**config.mk**
```make
export PLATFORM = sky130hd
export DESIGN_NAME = nnacc_sync_fifo
export DESIGN_NICKNAME = d
export VERILOG_FILES = /design/src/rtl/nnacc_sync_fifo.sv
export SDC_FILE = /design/constraint.sdc
export NUM_CORES = 1
export LEC_CHECK = 0
export BUFFER_PORTS_ARGS = -buffer_cell sky130_fd_sc_hd__clkbuf_2
export CELL_PAD_IN_SITES_DETAIL_PLACEMENT = 0
export CELL_PAD_IN_SITES_GLOBAL_PLACEMENT = 2
export CORE_MARGIN = 3
export CORE_UTILIZATION = 35
export DETAILED_ROUTE_END_ITERATION = 10
export PLACE_DENSITY = 0.65
export RECOVER_POWER = 25
export SKIP_LAST_GASP = 1
export SYNTH_ARGS = -nofsm -noshare
export SYNTH_HDL_FRONTEND = slang
export SYNTH_SLANG_ARGS = --single-unit
```
**constraint.sdc**
```tcl
create_clock -name sys_clk -period 3.7 [get_ports sys_clk]
set_input_delay 0.37 -clock sys_clk [delete_from_list [all_inputs] [get_ports sys_clk]]
set_output_delay 0.37 -clock sys_clk [all_outputs]
set_load 0.03 [all_outputs]
```
**src/rtl/nnacc_sync_fifo.sv**
```systemverilog
// nnacc_sync_fifo: parametrised synchronous FIFO with standard or first-word-fall-through read
module nnacc_sync_fifo #(
  parameter int DATA_WIDTH = 32,
  parameter int ADDR_WIDTH = 4,
  parameter int FWFT       = 0,
  parameter int AFULL_TH   = 12,
  parameter int AEMPTY_TH  = 2
) (
  input  logic                  sys_clk,
  input  logic                  sys_rst,
  input  logic [DATA_WIDTH-1:0] data_in,
  input  logic                  wr_en,
  input  logic                  rd_en,
  input  logic                  clr_err,
  output logic [DATA_WIDTH-1:0] data_out,
  output logic                  rd_valid,
  output logic                  full,
  output logic                  empty,
  output logic                  almost_full,
  output logic                  almost_empty,
  output logic [ADDR_WIDTH:0]   count,
  output logic                  overflow,
  output logic                  underflow
);
  localparam int DEPTH = 1 << ADDR_WIDTH;
  localparam logic [ADDR_WIDTH:0] DEPTH_C = (ADDR_WIDTH+1)'(DEPTH);
  localparam logic [ADDR_WIDTH:0] AF_C    = (ADDR_WIDTH+1)'(AFULL_TH);
  localparam logic [ADDR_WIDTH:0] AE_C    = (ADDR_WIDTH+1)'(AEMPTY_TH);
  logic [DATA_WIDTH-1:0] mem_q [DEPTH];
  logic [ADDR_WIDTH-1:0] wr_ptr_q, wr_ptr_d, rd_ptr_q, rd_ptr_d;
  logic [ADDR_WIDTH:0]   count_q, count_d;
  logic [DATA_WIDTH-1:0] dout_q, dout_d;
  logic                  rv_q, rv_d, ovf_q, ovf_d, udf_q, udf_d;
  logic                  wr_acc, rd_acc;
  assign full         = count_q == DEPTH_C;
  assign empty        = count_q == '0;
  assign almost_full  = count_q >= AF_C;
  assign almost_empty = count_q <= AE_C;
  assign count        = count_q;
  assign overflow     = ovf_q;
  assign underflow    = udf_q;
  assign wr_acc       = wr_en & ~full;
  assign rd_acc       = rd_en & ~empty;
  // In FWFT mode the head word is presented straight from storage; otherwise a popped word is registered
  assign data_out     = (FWFT != 0) ? mem_q[rd_ptr_q] : dout_q;
  assign rd_valid     = (FWFT != 0) ? ~empty : rv_q;
  // Next-state: pointers wrap naturally, count moves only on an unmatched access, errors are sticky with set winning over clear
  always_comb begin
    wr_ptr_d = wr_acc ? wr_ptr_q + 1'b1 : wr_ptr_q;
    rd_ptr_d = rd_acc ? rd_ptr_q + 1'b1 : rd_ptr_q;
    count_d  = (wr_acc & ~rd_acc) ? count_q + 1'b1 : (rd_acc & ~wr_acc) ? count_q - 1'b1 : count_q;
    dout_d   = (rd_acc && FWFT == 0) ? mem_q[rd_ptr_q] : dout_q;
    rv_d     = rd_acc && FWFT == 0;
    ovf_d    = (wr_en & full) | (ovf_q & ~clr_err);
    udf_d    = (rd_en & empty) | (udf_q & ~clr_err);
  end
  // Storage array, deliberately left out of reset
  always_ff @(posedge sys_clk) begin
    if (wr_acc) mem_q[wr_ptr_q] <= data_in;
  end
  // Control and output registers; reset overrides any access in the same cycle
  always_ff @(posedge sys_clk) begin
    if (sys_rst) begin
      wr_ptr_q <= '0;
      rd_ptr_q <= '0;
      count_q  <= '0;
      dout_q   <= '0;
      rv_q     <= 1'b0;
      ovf_q    <= 1'b0;
      udf_q    <= 1'b0;
    end else begin
      wr_ptr_q <= wr_ptr_d;
      rd_ptr_q <= rd_ptr_d;
      count_q  <= count_d;
      dout_q   <= dout_d;
      rv_q     <= rv_d;
      ovf_q    <= ovf_d;
      udf_q    <= udf_d;
    end
  end
endmodule
```
==> qor.txt, run 1 <==
Status -> finished, final reports clean
VDD IR-drop max -> 0.330 mV
FFs w/ async S/R, synth -> 0
Finished Layout Cells -> 1947
# IOs -> 81
Post-synth EDFFs -> 512
DR iter-0 viols -> 694
FF-to-FF setup slack -> 0.64 ns
Sequential area share after synthesis -> 0.765
WP data required -> 4.20 ns
Crit-path leading delay family -> simple AND/OR/NAND/NOR gates
Via count -> 9979
GRT Overall Usage -> 0.151
R2R Path Start -> count[0]
Die ar. -> 64000 sq um
Syn Nets -> 1047
Worst setup path endpoint -> count[4]
Initial core utilization -> 0.358
Global-route wire length before repair -> 70500 um
Vias in the first global route -> 10400
Min Tclk post-route -> 3.06 ns
Chip height -> 253 um
IO Port Bufs -> 80
Avg Cell Area, Syn -> 21.4 sq um
Max FO, Critical Path -> 6
RSZ-0062 raised after global routing -> no
Register area -> 16300 sq um
Worst r2r path cells -> 9
Final setup fails -> 0
Setup crit start kind -> flop
Worst slew pin tran -> 0.831 ns
P&R area growth vs syn -> 16.9%
Max Fclk -> 327 MHz
Synth warnings -> 0
# fillers -> 5253
CTS tree -> yes
Post-synthesis instance total -> 1000
Worst path arrival time -> 3.57 ns
Insertion delay to the later sink of the worst-skew pair -> 0.62 ns
Area taken by multi-input logic gates -> 4820 sq um
Drt total wl -> 47500 um
Core box area -> 59700 sq um
Number of library cell types mapped by synthesis -> 36
Worst-path clk slew -> 0.06 ns
CTS Hold Bufs -> 0
Lkg Pwr -> 7.99 nW
Layout cells sized above 1 -> 0.283
Number of routed nets with antenna violations -> 0
Fin area -> 25000 sq um
Synthesized cell area -> 21400 sq um
Worst Clk Skew -> 0.0361 ns
Nets -> 1173
Root buf cell -> clkbuf_16
Cell Pwr Density -> 677 nW/um^2
Pre-CTS setup slack -> 0.631 ns
H-tree depth -> 2
Slew Limit Fails -> 0
Clock Path Buffers -> 3
CP Launch Point -> count[0]
Crit Reg-Reg Endpoint -> count[4]
RePlAce Congestion -> 0.678
Final TNS setup -> 0 ns
Pin count of the biggest net entering global routing -> 48
Placed instance count -> 1839
Pre-antenna DRT Iters -> 4
CP max-delay cell -> or4_1
Final setup margin -> 0.639 ns
Post-CTS Setup Bufs -> 0
Worst hold slack -> 0.0701 ns
Wire length per cell -> 24.4 um
Crit path kind -> reg -> reg
DRC Markers -> 0
Overflow after GRT -> 0
CP max stage delay -> 0.69 ns
# clock sinks -> 560
Part of the cycle the worst path needs -> 0.827
Final Total Pwr -> 16.9 mW
Rows -> 89
Setup crit end kind -> flop
Worst hold path class -> in -> reg
Post_cts resized -> 0
Bufs and invs on worst path -> 1
Via density -> 5.13
Critical Path Stages -> 9
Cell Chain, Critical Path -> or4_1, o21a_1, ha_1, inv_1, ha_1, a21o_1, a21oi_1, mux2i_1, mux2_2
Post-DP HPWL -> 26200 um
Die width -> 253 um
Area after DPL -> 23100 sq um
Initial antenna violation count -> 3
Main synth FF type -> edfxtp_1
TritonCTS Buffers -> 58
Util after Layout -> 0.418
Seq cells post-synth -> 560
Rel. slew slack -> 0.446
Max Cap Viol -> 0
CP dominant cell by count -> ha_1
Final Hold Fails -> 0
## cell usage in the layout (no fill, tap or decap), types with 6 or more instances in the layout
| master | synthesis | final |
|---|---|---|
| clkbuf_1 | 21 | 36 |
| a211o_1 | 32 | 32 |
| clkbuf_2 | 0 | 58 |
| xor2_1 | 7 | 7 |
| edfxtp_1 | 512 | 512 |
| nand2_1 | 6 | 6 |
| clkinv_1 | 0 | 11 |
| clkbuf_16 | 0 | 59 |
| clkinv_2 | 0 | 6 |
| ha_1 | 9 | 9 |
| nor2_4 | 0 | 12 |
| mux2i_1 | 68 | 68 |
| nor2_1 | 98 | 86 |
| dfxtp_1 | 48 | 45 |
| inv_1 | 6 | 6 |
| buf_12 | 0 | 16 |
| bufinv_16 | 0 | 7 |
| mux4_2 | 128 | 128 |
| buf_4 | 2 | 24 |
## layer usage
metal,vias up,GRT usage,wire length (um)
met5,-,0,12
met4,2,0.0331,703
met3,57,0.0283,1860
met2,178,0.240,22700
met1,5377,0.216,22200
li1,4365,-,-
## worst min-delay path by stage
stage | from | slack (ns) | endpoint | depth (start not counted)
after floorplan | data_in[0] | 0.47 | mem_q[0][0] | 0
after global placement | data_out[20] | 0.45 | data_out[20] | 1
after detailed placement | data_out[31] | 0.46 | data_out[31] | 1
after CTS | wr_en | 0.04 | overflow | 3
after global routing | wr_en | 0.07 | overflow | 3
final | wr_en | 0.07 | overflow | 3
## registers in the layout (all words and copies together) (netlist names)
register,count
mem_q,512
data_out,32
count,5
rd_ptr_q,4
wr_ptr_q,4
overflow,1
rd_valid,1
underflow,1
## power breakdown
part	leakage, nW	switching (mW)	total [mW]	internal [mW]
clock network	0.928	2.40	5.86	3.46
logic	2.04	1.79	3.44	1.65
registers	5.02	0.329	7.59	7.26
total	7.99	4.52	16.9	12.4
## cell type report
class | count | area share
timing repair buffer | 120 | 0.0350
sequential | 560 | 0.655
clock inverter | 31 | 0.0149
antenna | 2 | 0.000200
inverter | 6 | 0.000902
clock buffer | 75 | 0.0623
tap | 773 | 0.0387
multi-input combinational | 380 | 0.193
## cell families (layout without fill, tap and decap cells)
family	after synthesis	count (layout)	share of synthesized area
AOI/OAI and AO/OA	49	49	0.0208
xor gates and xnor gates	9	9	0.00369
adders and majority gates	10	10	0.00621
buffers and inverters	60	232	0.0157
DFF	560	560	0.765
muxes	197	197	0.167
other	0	2	0
and+or+nand+nor	115	115	0.0213
## worst reg2reg max path, cell delays in order, from the launching register on
cell     delay, ns
dfxtp_1       0.37
or4_1         0.69
o21a_1        0.32
ha_1          0.24
inv_1         0.15
ha_1          0.29
a21o_1        0.17
a21oi_1       0.16
mux2i_1       0.22
mux2_2        0.34
## Yosys cell counts (3+ instances only)
master	number	share of area
ha_1	9	0.0053
mux4_2	128	0.13
clkbuf_1	21	0.0037
buf_1	3	0.00053
mux2i_1	68	0.032
o211ai_1	4	0.0014
buf_2	18	0.0042
nand2_1	6	0.0011
nor3_1	4	0.00094
inv_1	6	0.0011
dfxtp_1	48	0.045
a21oi_1	3	0.00070
edfxtp_1	512	0.72
a211o_1	32	0.013
xor2_1	7	0.0029
buf_6	8	0.0042
nor2_1	98	0.017
No activity file was read; power rests on OpenSTA's default activity.
==> inputs of run 2 (changes only) <==
--- a/config.mk
+++ b/config.mk
@@ -11,7 +11,7 @@
 export CORE_MARGIN = 3
 export CORE_UTILIZATION = 35
 export DETAILED_ROUTE_END_ITERATION = 10
-export PLACE_DENSITY = 0.65
+export PLACE_DENSITY = 0.63
 export RECOVER_POWER = 25
 export SKIP_LAST_GASP = 1
 export SYNTH_ARGS = -nofsm -noshare
==> constraint.sdc (replaced) <==
create_clock -name sys_clk -period 3.05 [get_ports sys_clk]
set_input_delay 0.305 -clock sys_clk [delete_from_list [all_inputs] [get_ports sys_clk]]
set_output_delay 0.305 -clock sys_clk [all_outputs]
set_load 0.03 [all_outputs]
==> run 2 against run 1 <==
  * Sequential share of layout area decreased by 0.57 points
  * Cell area up 0.89%
  * Global-route usage barely moved
  * Clock power grew 28%
  * Largest cell class unchanged
  * Die area stayed put
  * Largest power group unchanged
  * Critical path type unchanged
  * Non-clock buffer count grew 9
==> qor.txt, run 2 (synthesized netlist as in run 1, its figures left out) <==
Crit path kind -> reg -> reg (unchanged)
Rel. slew slack -> 0.387 (was 0.446)
Rows -> 89 (unchanged)
RePlAce Congestion -> 0.708 (was 0.678)
VDD IR-drop max -> 0.425 mV (was 0.330 mV)
Post_cts resized -> 0 (unchanged)
Max Cap Viol -> 0 (unchanged)
Net Sw Power -> 5.55 mW (was 4.52 mW)
Switching share of total power -> 0.264 (was 0.267)
FF-to-FF setup slack -> 0.20 ns (was 0.64 ns)
Number of flip-flops under the largest register name -> 512 (unchanged)
Worst hold path class -> in -> reg (unchanged)
CTS Hold Bufs -> 0 (unchanged)
Pin count of the biggest net entering global routing -> 66 (was 48)
Setup crit start kind -> flop (unchanged)
Number of routed nets with antenna violations -> 0 (unchanged)
Worst Clk Skew -> 0.0220 ns (was 0.0361 ns)
Initial antenna violation count -> 3 (unchanged)
Via density -> 5.06 (was 5.13)
GRT Overall Usage -> 0.151 (about the same)
P&R area growth vs syn -> 17.9% (was 16.9%)
Internal Power -> 15.5 mW (was 12.4 mW)
Worst slew pin tran -> 0.917 ns (was 0.831 ns)
Post-CTS Setup Bufs -> 0 (unchanged)
Setup crit end kind -> flop (unchanged)
Lkg Pwr -> 8.13 nW (was 7.99 nW)
# IOs -> 81 (unchanged)
Layout cells sized above 1 -> 0.303 (was 0.283)
Clock Path Buffers -> 3 (unchanged)
Final setup fails -> 0 (unchanged)
Worst-path clk slew -> 0.06 ns (about the same)
Vias in the first global route -> 10600 (was 10400)
DR iter-0 viols -> 816 (was 694)
Initial core utilization -> 0.358 (unchanged)
RSZ-0062 raised after global routing -> no (unchanged)
Root buf cell -> clkbuf_16 (unchanged)
Cell Pwr Density -> 836 nW/um^2 (was 677 nW/um^2)
Slew Limit Fails -> 0 (unchanged)
Fin area -> 25200 sq um (was 25000 sq um)
Core box area -> 59700 sq um (unchanged)
Register name with the most flops -> mem_q (unchanged)
Die width -> 253 um (unchanged)
Clk pwr share -> 0.356 (was 0.347)
IO Port Bufs -> 80 (unchanged)
Overflow after GRT -> 0 (unchanged)
CP max stage delay -> 0.62 ns (was 0.69 ns)
Nets -> 1182 (was 1173)
DRC Markers -> 0 (unchanged)
WP data required -> 3.54 ns (was 4.20 ns)
Status -> finished, final reports clean (unchanged)
Worst path arrival time -> 3.34 ns (was 3.57 ns)
CP dominant cell by count -> ha_1 (unchanged)
Post-DP HPWL -> 26100 um (was 26200 um)
CTS tree -> yes (unchanged)
Via count -> 9905 (was 9979)
CP max-delay cell -> or4_1 (unchanged)
Area taken by multi-input logic gates -> 4820 sq um (unchanged)
Wire length per cell -> 24.1 um (was 24.4 um)
Chip height -> 253 um (unchanged)
Min Tclk post-route -> 2.85 ns (was 3.06 ns)
Area after DPL -> 23200 sq um (was 23100 sq um)
Hold Path Stages -> 3 (unchanged)
Worst hold slack -> 0.0359 ns (was 0.0701 ns)
Comb power frac -> 0.212 (was 0.204)
Flop pwr share -> 0.433 (was 0.449)
Worst r2r path cells -> 9 (unchanged)
Global-route wire length before repair -> 70800 um (was 70500 um)
Max Fclk -> 351 MHz (was 327 MHz)
Commonest non-fill, non-tap cell in the layout -> edfxtp_1 (unchanged)
Pre-antenna DRT Iters -> 5 (was 4)
# fillers -> 5196 (was 5253)
Commonest cells after routing, fill and taps aside -> 512 x edfxtp_1, 128 x mux4_2, 86 x nor2_1, 68 x mux2i_1, 60 x clkbuf_2 (was 512 x edfxtp_1, 128 x mux4_2, 86 x nor2_1, 68 x mux2i_1, 59 x clkbuf_16)
Register area -> 16300 sq um (about the same)
Part of the cycle the worst path needs -> 0.935 (was 0.827)
Util after Layout -> 0.422 (was 0.418)
Die ar. -> 64000 sq um (unchanged)
TritonCTS Buffers -> 58 (unchanged)
Max FO, Critical Path -> 5 (was 6)
# clock sinks -> 560 (unchanged)
H-tree depth -> 2 (unchanged)
Drt total wl -> 47200 um (was 47500 um)
Cell Chain, Critical Path -> or4_1, o21a_1, ha_1, inv_1, ha_1, a21o_1, a21oi_1, mux2i_1, mux2_2 (unchanged)
Insertion delay to the later sink of the worst-skew pair -> 0.61 ns (was 0.62 ns)
Final Hold Fails -> 0 (unchanged)
## run 2: cell types whose count changed in the layout (fill, tap and decap cells not counted), moves of 2 or more
| cell | delta |
|---|---|
| clkbuf_2 | +2 |
| clkinv_1 | -5 |
| bufinv_16 | +5 |
| clkinv_2 | +11 |
| dfxtp_1 | -2 |
| clkbuf_1 | -8 |
| buf_4 | +5 |
| buf_12 | +4 |
| dfxtp_2 | +2 |
## run 2: path summary, 6_finish.rpt
kind / from / endpoint
setup / recovery: count[0] / count[4]
hold / removal: wr_en / overflow
setup reg to reg: count[0] / count[4]
hold reg to reg: data_out[31] / data_out[31]
## run 2: per-stage QoR
step | setup TNS (ns) | std cells | total power [mW] | setup WS [ns]
6_report | 0 | 1957 | 21.0 | 0.198
3_3_place_gp | 0 | 1848 | 13.8 | 0.217
2_1_floorplan | -26.82 | 1000 | 12.4 | -0.110
5_1_grt | 0 | 1956 | 22.0 | 0.00193
4_1_cts | 0 | 1956 | 21.4 | 0.185
3_5_place_dp | 0 | 1848 | 13.9 | 0.201
## run 2: critical path, delay by kind of cell (launching register included)
kind / cells / cell delay, ns
adders and majority gates: 2 / 0.51
muxes: 2 / 0.57
and+or+nand+nor: 1 / 0.62
buffers and inverters: 1 / 0.16
AOI/OAI and AO/OA: 3 / 0.57
DFF: 1 / 0.32
## run 2: power groups by stage
stage	clock network [mW]	logic [mW]	registers, mW
CTS	7.69	4.59	9.12
global route	8.02	4.86	9.15
detailed placement	0	4.58	9.29
finish	7.49	4.45	9.11
floorplan	0	2.93	9.48
global placement	0	4.57	9.28
## run 2: final cells by class
cell class / count / area share
inverters: 6 / 0.000894
repair buffers: 129 / 0.0394
flip-flops and latches: 560 / 0.649
multi-input cells: 380 / 0.191
well taps: 773 / 0.0384
clock buffers: 67 / 0.0594
diodes: 1 / 0.0000994
clock inverters: 41 / 0.0213
## run 2: layer usage
| metal | routed length [um] | track usage |
|---|---|---|
| met5 | 34 | 0 |
| met1 | 21800 | 0.212 |
| met2 | 22700 | 0.245 |
| met3 | 1890 | 0.0282 |
| met4 | 771 | 0.0356 |
